--- config.mk ---
export PLATFORM = sky130hd
export DESIGN_NAME = fixed_point_requantizer
export DESIGN_NICKNAME = d
export VERILOG_FILES = /design/src/rtl/fixed_point_requantizer.sv
export SDC_FILE = /design/constraint.sdc
export NUM_CORES = 1
export LEC_CHECK = 0
export ABC_AREA = 1
export BUFFER_PORTS_ARGS = -buffer_cell sky130_fd_sc_hd__buf_2
export CAP_MARGIN = 20
export CORE_ASPECT_RATIO = 1.75
export CORE_MARGIN = 3
export CORE_UTILIZATION = 54
export DETAILED_ROUTE_END_ITERATION = 10
export PLACE_DENSITY = 0.76
export SYNTH_ARGS = -nofsm -noshare
export SYNTH_HDL_FRONTEND = slang
export SYNTH_SLANG_ARGS = --single-unit
--- constraint.sdc ---
create_clock -name clk -period 2.55 [get_ports clk]
set_input_delay 0.6375 -clock clk [delete_from_list [all_inputs] [get_ports clk]]
set_output_delay 0.6375 -clock clk [all_outputs]
set_load 0.1 [all_outputs]
--- src/rtl/fixed_point_requantizer.sv ---
// Streaming requantizer: wide accumulator samples -> narrower output samples.
// Stage 1 rounds and drops fractional bits, stage 2 saturates to the output width.
// Per-channel sticky clip flags and saturating clip counters are maintained
// from the registered output stream.
module fixed_point_requantizer #(
   parameter int IN_WIDTH      = 36,
   parameter int IN_FRAC_BITS  = 30,
   parameter int OUT_WIDTH     = 24,
   parameter int OUT_FRAC_BITS = 20,
   parameter int NUM_CHANNELS  = 8,
   parameter int CHAN_WIDTH    = $clog2(NUM_CHANNELS),
   parameter int COUNT_WIDTH   = 16
) (
   input  logic                    clk,
   input  logic                    reset,
   input  logic [1:0]              round_mode,
   input  logic                    in_valid,
   input  logic [CHAN_WIDTH-1:0]   in_channel,
   input  logic [IN_WIDTH-1:0]     in_data,
   output logic                    out_valid,
   output logic [CHAN_WIDTH-1:0]   out_channel,
   output logic [OUT_WIDTH-1:0]    out_data,
   output logic                    out_saturated,
   output logic [NUM_CHANNELS-1:0] clip_flags,
   input  logic [NUM_CHANNELS-1:0] clip_clear,
   input  logic [CHAN_WIDTH-1:0]   count_sel,
   output logic [COUNT_WIDTH-1:0]  clip_count
);

   localparam int DROP = IN_FRAC_BITS - OUT_FRAC_BITS;
   // Width of the rounded value: one guard bit above the input keeps rounding from wrapping.
   localparam int RW   = IN_WIDTH + 1 - DROP;

   typedef enum logic [1:0] {
      RM_FLOOR   = 2'd0,
      RM_HALF_UP = 2'd1,
      RM_CONV    = 2'd2,
      RM_FLOOR3  = 2'd3
   } round_mode_e;

   if (DROP < 0) begin : g_bad_drop
      $error("fixed_point_requantizer: OUT_FRAC_BITS must not exceed IN_FRAC_BITS");
   end
   if ((IN_WIDTH - IN_FRAC_BITS) < (OUT_WIDTH - OUT_FRAC_BITS)) begin : g_bad_int
      $error("fixed_point_requantizer: IN integer bits must be >= OUT integer bits");
   end

   logic [IN_WIDTH:0]      ext;
   logic [RW-1:0]          rnd_d, rnd_q;
   logic                   vld1_q;
   logic [CHAN_WIDTH-1:0]  ch1_q;

   logic [OUT_WIDTH-1:0]   data_d, data_q;
   logic                   sat_d, sat_q;
   logic                   vld2_q;
   logic [CHAN_WIDTH-1:0]  ch2_q;

   logic [NUM_CHANNELS-1:0] flags_d, flags_q, hit;
   logic [COUNT_WIDTH-1:0]  cnt_d [NUM_CHANNELS];
   logic [COUNT_WIDTH-1:0]  cnt_q [NUM_CHANNELS];
   logic [COUNT_WIDTH-1:0]  count_q;

   assign ext = {in_data[IN_WIDTH-1], in_data};

   if (DROP == 0) begin : g_pass
      // No fractional bits dropped: every rounding mode is a pass-through.
      assign rnd_d = ext;
   end else begin : g_round
      localparam logic [IN_WIDTH:0] HALF = {{IN_WIDTH{1'b0}}, 1'b1} << (DROP - 1);
      logic [IN_WIDTH:0] inc;
      logic [IN_WIDTH:0] sum;
      logic              tie_even;

      // Stage 1 combinational: pick the rounding increment, add, drop fraction bits.
      always_comb begin
         tie_even = (in_data[DROP-1:0] == HALF[DROP-1:0]) && !in_data[DROP];
         inc      = '0;
         case (round_mode_e'(round_mode))
            RM_HALF_UP: inc = HALF;
            RM_CONV:    inc = tie_even ? '0 : HALF;
            default:    inc = '0;
         endcase
         sum   = ext + inc;
         rnd_d = sum[IN_WIDTH:DROP];
      end
   end

   // Stage 1 register: rounded value with its channel and valid.
   always_ff @(posedge clk) begin
      if (reset) begin
         vld1_q <= 1'b0;
         ch1_q  <= '0;
         rnd_q  <= '0;
      end else begin
         vld1_q <= in_valid;
         ch1_q  <= in_channel;
         rnd_q  <= rnd_d;
      end
   end

   // Stage 2 combinational: value fits when all bits from OUT_WIDTH-1 upward agree.
   always_comb begin
      sat_d  = !((&rnd_q[RW-1:OUT_WIDTH-1]) || !(|rnd_q[RW-1:OUT_WIDTH-1]));
      data_d = rnd_q[OUT_WIDTH-1:0];
      if (sat_d) begin
         data_d = rnd_q[RW-1] ? {1'b1, {(OUT_WIDTH-1){1'b0}}}
                              : {1'b0, {(OUT_WIDTH-1){1'b1}}};
      end
   end

   // Stage 2 register: the output sample.
   always_ff @(posedge clk) begin
      if (reset) begin
         vld2_q <= 1'b0;
         ch2_q  <= '0;
         data_q <= '0;
         sat_q  <= 1'b0;
      end else begin
         vld2_q <= vld1_q;
         ch2_q  <= ch1_q;
         data_q <= data_d;
         sat_q  <= vld1_q && sat_d;
      end
   end

   // Clip event decode per channel from the registered output.
   always_comb begin
      hit = '0;
      for (int unsigned c = 0; c < NUM_CHANNELS; c++) begin
         hit[c] = vld2_q && sat_q && (ch2_q == CHAN_WIDTH'(c));
      end
   end

   // Clip flag/counter update; a clip coinciding with a clear still counts as one event.
   always_comb begin
      flags_d = flags_q;
      cnt_d   = cnt_q;
      for (int unsigned c = 0; c < NUM_CHANNELS; c++) begin
         if (clip_clear[c]) begin
            flags_d[c] = hit[c];
            cnt_d[c]   = hit[c] ? COUNT_WIDTH'(1) : '0;
         end else if (hit[c]) begin
            flags_d[c] = 1'b1;
            if (cnt_q[c] != '1) begin
               cnt_d[c] = cnt_q[c] + 1'b1;
            end
         end
      end
   end

   // Clip state registers and registered counter readout.
   always_ff @(posedge clk) begin
      if (reset) begin
         flags_q <= '0;
         cnt_q   <= '{default: '0};
         count_q <= '0;
      end else begin
         flags_q <= flags_d;
         cnt_q   <= cnt_d;
         count_q <= cnt_q[count_sel];
      end
   end

   assign out_valid     = vld2_q;
   assign out_channel   = ch2_q;
   assign out_data      = data_q;
   assign out_saturated = sat_q;
   assign clip_flags    = flags_q;
   assign clip_count    = count_q;

endmodule

Word-level counts from Yosys, hierarchy flattened
Cells that the tools add are included.
Word-level totals
  output and inout port bits: 53
  word-level logic and storage cells: 150
  input port bits: 55
  bits in registers: 212
Operators by class
  $lt $le $gt $ge: 1
  mux-type cells: 55
  $add $sub $neg: 9
  bitwise logic cells: 1
  equality and inequality tests: 18
  reduce and logical (&&, ||, !) cells: 42
Operators by type and width (count)
  2-to-1 mux 16 bit: 26
  adder 16 x 1 -> 16 bit, second input constant: 8
  inequality test 16 bit, second input constant: 8
  binary-select mux 16 bit (select 3 bit): 1
  2-to-1 mux 24 bit: 2
  adder 37 bit: 1
  nonzero test 2 bit: 16
  2-to-1 mux 1 bit: 24
  case mux 10 bit (2 select lines): 1
  AND reduction 2 bit: 8
  == test 3 bit, second input constant: 4
  logical AND 1 bit: 11
  == test 10 bit, second input constant: 1
  2-to-1 mux 10 bit: 1
  == test 3 x 2 -> 1 bit, second input constant: 2
  >= comparator 4 bit, second input constant: 1
  NOT 3 -> 4 bit: 1
  AND reduction 4 bit: 1
  OR reduction 4 bit: 1
  == test 3 x 1 -> 1 bit, second input constant: 1
  logical NOT 1 bit: 3
  logical NOT 3 bit: 1
  == test 2 x 1 -> 1 bit, second input constant: 1
  == test 2 bit, second input constant: 1
  logical OR 1 bit: 1

Logic depth before layout (Yosys ltp)
Gate-level depths: netlist of the first run.
  depth in word-level cells: 5
  mapped depth: 19
  gate-level depth less buffers: 19

Worst setup path after synthesis of the first run
OpenSTA, ideal clock, no wires.
  kind: input to register
  from: in round_mode[0]
  to: reg rnd_q[19]
  buffers on the path: 0
  setup time: 115 ps
  required time: 2435 ps
  stages: 16
  path slack: -72 ps
  arrival time: 2506 ps
  path through: inv_1 ha_1 nor2_1 nand2_1 inv_1 ha_1 nand2_1 inv_1 nand2_1 nor2_1 nand2_1 nor3_1 nand2_1 nor2_1 nand2_1 and3_1
Between the ends
  cells in the longest elaborated chain, start to end: 3
  elaborated cells on any way between the ends: 4
RTL lines
  from (decl): RTL line 16  | input logic [1:0] round_mode,
  == test 2 bit or == test 2 x 1 -> 1 bit (tied branches): RTL line 78  | case (round_mode_e'(round_mode))
  case mux 10 bit (2 select lines) *: RTL line 78
  adder 37 bit *: RTL line 83  | sum = ext + inc;
  to (signal assigned): RTL line 97  | rnd_q <= rnd_d;
  to (decl): RTL line 49  | logic [RW-1:0] rnd_d, rnd_q;
Every way passes the cells marked *; elsewhere a longest branch is shown, timed or not.
A chain may end at the register's enable or synchronous reset.

Final worst setup path of the first run
  from: reg cnt_q[96] in the netlist's numbering
  to: reg cnt_q[101] in the netlist's numbering
Between the ends
  cells in the longest elaborated chain, start to end: 4
  elaborated cells on any way between the ends: 7
RTL lines
  from (decl): RTL line 60  | logic [COUNT_WIDTH-1:0] cnt_q [NUM_CHANNELS];
  from (signal assigned): RTL line 159  | cnt_q <= cnt_d;
  adder 16 x 1 -> 16 bit: RTL line 145  | cnt_d[c] = cnt_q[c] + 1'b1;
  2-to-1 mux 16 bit: RTL line 144  | if (cnt_q[c] != '1) begin
  2-to-1 mux 16 bit: RTL line 142  | end else if (hit[c]) begin
  2-to-1 mux 16 bit: RTL line 139  | if (clip_clear[c]) begin
Parallel ways exist; a longest one is shown, timed or not. The select of a mux whose other input is x is not followed.

==> results.sh, run 1 <==
export IMPL_run_status="finished clean"
export IMPL_dr_wl_met2_mm=19.01
export IMPL_grt_first_pass_wirelength_mm=59.80
export IMPL_yosysMostFrequentCell="nand2_1"
export IMPL_wl_met3_mm=2.114
export IMPL_numPortBuffers=107
export IMPL_p_leak_nw=5.136
export IMPL_rows=70
export IMPL_min_period_ns=2.221
export IMPL_overflow=0
export IMPL_finalPower_mw=7.796
export IMPL_yosysTopAreaCellShare_pct=36.46
export IMPL_max_vdd_ir_drop_mv=0.5443
export IMPL_routedWlPerCell_um=17.47
export IMPL_setup_viol=0
export IMPL_finClkSkew_ns=0.01936
export IMPL_initial_core_util_pct=55.38
export IMPL_area_growth_pct=14.15
export IMPL_dpl_hpwl_mm=29.02
export IMPL_ys_types=49
export IMPL_crit_slowest_cell="dfxtp_1"
export IMPL_wl_met1_mm=13.53
export IMPL_hold_viol_final=0
export IMPL_ios=108
export IMPL_first_pass_iters=7
export IMPL_hold_class="input pin to flop"
export IMPL_synth_top_family_by_area="simple AND/OR/NAND/NOR gates"
export IMPL_slew_headroom_pct=46.44
export IMPL_worstSetupStartpointType="flop"
export IMPL_ff_latch_area_um2=4244
export IMPL_vias_per_cell=5.818
export IMPL_path_cells="ha_1, nand2_1, nor3_4, nand3_1, o21ai_2, inv_1, nand2_1, nand2_1, nand2_1, nor2_1"
export IMPL_arrival_ns=2.62
export IMPL_fmax_mhz=450.3
export IMPL_path_class="flop to flop"
export IMPL_gp_congestion=1.019
export IMPL_fin_nets=1963
export IMPL_ys_warn_count=0
export IMPL_die_h_um=200.2
export IMPL_clock_sinks=212
export IMPL_drtIter0Drc=993
export IMPL_insertion_delay_ns=0.51
export IMPL_synth_seq_cells=212
export IMPL_cts_buffer_depth=3
export IMPL_highest_layer="met4"
export IMPL_fin_util_pct=63.21
export IMPL_synth_fp_nets=1846
export IMPL_post_cts_buffers=0
export IMPL_setup_tns_ns=0
export IMPL_rsz0062_at_grt="false"
export IMPL_synthTopCellsByArea="dfxtp_1, nand2_1, a21oi_1"
export IMPL_worstMarginPinSlew_ns=0.8025
export IMPL_dpl_worst_slack_ns=-0.1754
export IMPL_synth_mux_area_share_pct=0
export IMPL_syn_instance_count=1780
export IMPL_synth_compound_area_share_pct=16.46
export IMPL_cts_resized=0
export IMPL_synthFlopType="dfxtp_1"
export IMPL_period_share_pct=87.09
export IMPL_cts_hold_buf=0
export IMPL_synthTopCellsByCount="nand2_1, nor2_1, dfxtp_1"
export IMPL_synthAdderAreaFrac_pct=1.182
export IMPL_vias=12560
export IMPL_maxSlewViolCount=0
export IMPL_cp_end_kind="flop"
export IMPL_n_fill_cell=2051
export IMPL_coreArea_um2=21020
export IMPL_postRouteAntennaNets=0
export IMPL_n_antenna_cell=0
export IMPL_cts_tree="built"
export IMPL_crit_path_frequent_cell="nand2_1"
export IMPL_grt_start_max_net_pins=67
export IMPL_grt_usage_pct=31.74
export IMPL_die_area_um2=23420
export IMPL_whs_ns=0.3386
export IMPL_cap_violations=0
export IMPL_path_clk_slew_ns=0.07
export IMPL_antenna_found_initial=0
export IMPL_wl_mm=37.71
export IMPL_drive_above_1_share_pct=12.59
export IMPL_grt_pass1_vias=12300
export IMPL_p_per_area_nw_per_um2=586.8
export IMPL_route_detailed_drc=0
export IMPL_async_reset_ff_share_pct=0
export IMPL_worst_path_largest_cell_delay_ns=0.41
export IMPL_synth_xor_area_share_pct=2.408
export IMPL_postSynthAreaPerCell_um2=6.539
export IMPL_critPathRequiredTime_ns=2.95
export IMPL_htree_levels=1
export IMPL_die_width_um=117.0
export IMPL_cts_root_buffer="clkbuf_16"
export IMPL_synth_top_area_cell="dfxtp_1"
export IMPL_synth_edf_count=0
export IMPL_cp_max_fo=14
export IMPL_synth_cell_area_um2=11640
export IMPL_yosysSeqAreaShare_pct=36.46
export IMPL_cts_made_buffers=21
export IMPL_multi_input_area_um2=6396
export IMPL_synthSimpleGateAreaFrac_pct=34.84
export IMPL_setup_slack_ns=0.3293
-- metrics by stage --
| stage | area [um^2] | cells |
|---|---|---|
| final | 13290 | 2159 |
| after global routing | 13290 | 2159 |
| after CTS | 13290 | 2159 |
| after detailed placement | 12580 | 2126 |
| after global placement | 12580 | 2126 |
| after floorplan | 11650 | 1780 |
-- worst paths after layout --
kind                 startpoint        endpoint  slack (ns)  depth (start not counted)
hold / removal    in_channel[2]        ch1_q[2]        0.34                          3
hold reg to reg        ch1_q[1]  out_channel[1]        0.40                          2
setup / recovery      cnt_q[96]      cnt_q[101]        0.33                         10
setup reg to reg      cnt_q[96]      cnt_q[101]        0.33                         10
-- power breakdown --
| part | internal (mW) | switching, mW | total (mW) |
|---|---|---|---|
| Combinational | 0.217 | 0.838 | 1.06 |
| Sequential | 3.40 | 0.0340 | 3.43 |
| Clock | 1.94 | 1.37 | 3.31 |
| Total | 5.56 | 2.24 | 7.80 |
-- sequential cells by signal, summed over array words and instances, names as in the netlist --
signal and count:
cnt_q 128, out_data 24, ch1_q 3, out_saturated 1, clip_flags 8, rnd_q 27
out_valid 1, out_channel 3, clip_count 16, vld1_q 1
-- per-layer routing --
metal  vias up  global-route usage [%]
li1       6166                       -
met1      5682                   33.12
met2       525                   56.76
met3       189                   4.202
met4         0                   21.57
met5         -                       0
-- cells by family (layout without fill, tap and decap cells) --
group                    after synthesis  count (layout)
AO/OA/AOI/OAI                        357             357
XOR/XNOR                              32              32
adder cells (fa/ha/maj)               11              11
buffers and inverters                246             373
flip-flops                           212             212
AND/OR/NAND/NOR                      922             922
-- layout by cell type (no fill, tap or decap), types with 3 or more instances in the layout --
| master | Yosys | final |
|---|---|---|
| buf_2 | 7 | 106 |
| nor4_1 | 7 | 7 |
| a21oi_1 | 187 | 187 |
| a22oi_1 | 5 | 5 |
| clkinv_4 | 0 | 4 |
| a31o_2 | 4 | 4 |
| buf_4 | 5 | 47 |
| a21oi_2 | 9 | 9 |
| dfxtp_1 | 212 | 212 |
| o211ai_1 | 6 | 6 |
| xnor2_1 | 3 | 3 |
| and3_1 | 7 | 7 |
| nand4_1 | 72 | 72 |
| clkinv_1 | 6 | 6 |
| bufinv_16 | 0 | 4 |
| inv_2 | 4 | 4 |
| o21ai_0 | 116 | 116 |
| nor3_1 | 60 | 59 |
| nor3_2 | 6 | 7 |
| or2_2 | 5 | 5 |
| a31oi_1 | 18 | 18 |
| inv_1 | 174 | 174 |
| nand2_1 | 386 | 386 |
| clkbuf_16 | 0 | 21 |
| nand2_2 | 14 | 14 |
| nor2_1 | 237 | 236 |
| ha_1 | 11 | 11 |
| xor2_1 | 29 | 29 |
| nand3_1 | 119 | 119 |
-- cell type report --
cell class              instances  area share (%)
inverters                     185           5.264
clock buffers                  23           4.087
multi-input cells            1322           48.14
well taps                     252           2.373
flip-flops and latches        212           31.94
clock inverters                10           1.243
repair buffers                155           6.950
-- worst max-delay path: cells and delay by family (launching register included) --
family                   cells  cell delay, ns
AO/OA/AOI/OAI                1            0.28
buffers and inverters        1            0.27
adder cells (fa/ha/maj)      1            0.22
flip-flops                   1            0.41
AND/OR/NAND/NOR              7            0.94
Power figures use the tool's default switching activity.
==> run 2, diff against run 1 <==
PLACE_DENSITY = 0.73   (was 0.76)
==> run 2 against run 1 <==
Non-clock buffer count fell by 9. Global-route usage rose by 0.27 points. First-iteration DRC count fell by 13%. Sequential share of layout area rose by 0.23 points. Critical path type unchanged. Sequential cell count did not move. Clock skew fell by 0.0046 ns. Register-to-register slack got worse by 0.05 ns. Largest power group unchanged. Clock power fell by 7.3%. Final cell count fell by 0.32%.
==> results.sh, run 2 (synthesis results as in run 1) <==
export IMPL_antenna_found_initial=0
export IMPL_whs_ns=0.3411
export IMPL_worstMarginPinSlew_ns=0.8148
export IMPL_drtIter0Drc=861
export IMPL_fin_nets=1954
export IMPL_arrival_ns=2.67
export IMPL_slew_headroom_pct=45.62
export IMPL_cpLargestDelayFamily="simple AND/OR/NAND/NOR gates"
export IMPL_max_vdd_ir_drop_mv=0.5739
export IMPL_regMostFlops="cnt_q"
export IMPL_initial_core_util_pct=55.38
export IMPL_period_share_pct=89.15
export IMPL_insertion_delay_ns=0.50
export IMPL_coreArea_um2=21020
export IMPL_gp_congestion=1.057
export IMPL_die_area_um2=23420
export IMPL_p_leak_nw=5.079
export IMPL_dpl_hpwl_mm=29.09
export IMPL_route_detailed_drc=0
export IMPL_cts_tree="built"
export IMPL_worst_path_largest_cell_delay_ns=0.45
export IMPL_rsz0062_at_grt="false"
export IMPL_cp_max_fo=23
export IMPL_cts_buffer_depth=3
export IMPL_cts_root_buffer="clkbuf_16"
export IMPL_area_growth_pct=13.33
export IMPL_vias_per_cell=5.740
export IMPL_htree_levels=1
export IMPL_maxSlewViolCount=0
export IMPL_cp_end_kind="flop"
export IMPL_critPathRequiredTime_ns=2.95
export IMPL_grt_first_pass_wirelength_mm=60.13
export IMPL_grt_start_max_net_pins=43
export IMPL_overflow=0
export IMPL_finClkSkew_ns=0.01477
export IMPL_wl_mm=37.62
export IMPL_hold_viol_final=0
export IMPL_numPortBuffers=107
export IMPL_p_per_area_nw_per_um2=572.5
export IMPL_drive_above_1_share_pct=12.26
export IMPL_n_antenna_cell=0
export IMPL_hold_class="input pin to flop"
export IMPL_path_cells="inv_1, nor2_1, inv_1, o21ai_0, nand2_2, inv_2, nand2_1, o21ai_0, nor2_1"
export IMPL_final_common_cell="nand2_1"
export IMPL_fin_util_pct=62.76
export IMPL_die_h_um=200.2
export IMPL_die_width_um=117.0
export IMPL_cts_hold_buf=0
export IMPL_largest_reg_flops=128
export IMPL_final_cell_mix="nand2_1, nor2_1, dfxtp_1, a21oi_1, inv_1"
export IMPL_path_clk_slew_ns=0.07
export IMPL_fmax_mhz=439.9
export IMPL_routedWlPerCell_um=17.48
export IMPL_dpl_worst_slack_ns=-0.1628
export IMPL_setup_slack_ns=0.2767
export IMPL_cts_made_buffers=21
export IMPL_vias=12350
export IMPL_first_pass_iters=6
export IMPL_grt_pass1_vias=11950
export IMPL_run_status="finished clean"
export IMPL_postRouteAntennaNets=0
export IMPL_path_class="flop to flop"
export IMPL_min_period_ns=2.273
export IMPL_clock_sinks=212
export IMPL_post_cts_buffers=0
export IMPL_cap_violations=0
export IMPL_rows=70
export IMPL_path_buf_inv=3
export IMPL_cts_resized=0
export IMPL_grt_usage_pct=32.01
export IMPL_setup_viol=0
export IMPL_worstSetupStartpointType="flop"
export IMPL_crit_slowest_cell="o21ai_0"
export IMPL_ios=108
## run 2: cell count changes in the layout (fill, tap and decap cells not counted), sizes merged
| cell | previous run | this run |
|---|---|---|
| buf | 155 | 146 |
| clkinvlp | 0 | 2 |
| clkbuf | 23 | 27 |
| clkinv | 12 | 11 |
| bufinv | 4 | 1 |
## run 2: report_power, final
part | internal, mW | switching [mW]
combinational | 0.212 | 0.839
clock | 1.75 | 1.32
sequential | 3.40 | 0.0352
total | 5.36 | 2.19
## run 2: through the flow
| step | instances | cell area [um^2] | TNS [ns] | power, mW |
|---|---|---|---|---|
| after floorplan | 1780 | 11650 | 0 | 4.258 |
| after global placement | 2117 | 12520 | -0.3002 | 4.542 |
| after detailed placement | 2117 | 12520 | -0.5398 | 4.549 |
| after CTS | 2152 | 13190 | 0 | 7.598 |
| after global routing | 2152 | 13190 | 0 | 7.789 |
| final | 2152 | 13190 | 0 | 7.552 |
## run 2: path summary, 6_finish.rpt
path / startpoint / end / slack [ns] / cells after the start
hold reg to reg: ch1_q[1] / out_channel[1] / 0.40 / 2
setup / recovery: out_channel[2] / cnt_q[6] / 0.28 / 9
setup reg to reg: out_channel[2] / cnt_q[6] / 0.28 / 9
hold / removal: in_valid / vld1_q / 0.34 / 3
## run 2: worst register-to-register path, stage by stage (launching register included)
cell	delay, ns
dfxtp_1	0.41
inv_1	0.06
nor2_1	0.24
inv_1	0.12
o21ai_0	0.45
nand2_2	0.38
inv_2	0.22
nand2_1	0.08
o21ai_0	0.16
nor2_1	0.06
## run 2: layout make-up
| class | count | area [um^2] |
|---|---|---|
| well taps | 252 | 315.3 |
| repair buffers | 146 | 868.3 |
| clock inverters | 8 | 70.07 |
| multi-input cells | 1322 | 6396 |
| flip-flops and latches | 212 | 4244 |
| inverters | 185 | 699.4 |
| clock buffers | 27 | 598.1 |
| fillers | 2085 | 7829 |
## run 2: layer usage
layer	track usage [%]	wire (um)	vias up
met3	4.837	1989	140
met5	0	0	-
met2	57.29	19290	428
li1	-	-	6145
met4	20.46	2850	0
met1	33.59	13500	5640
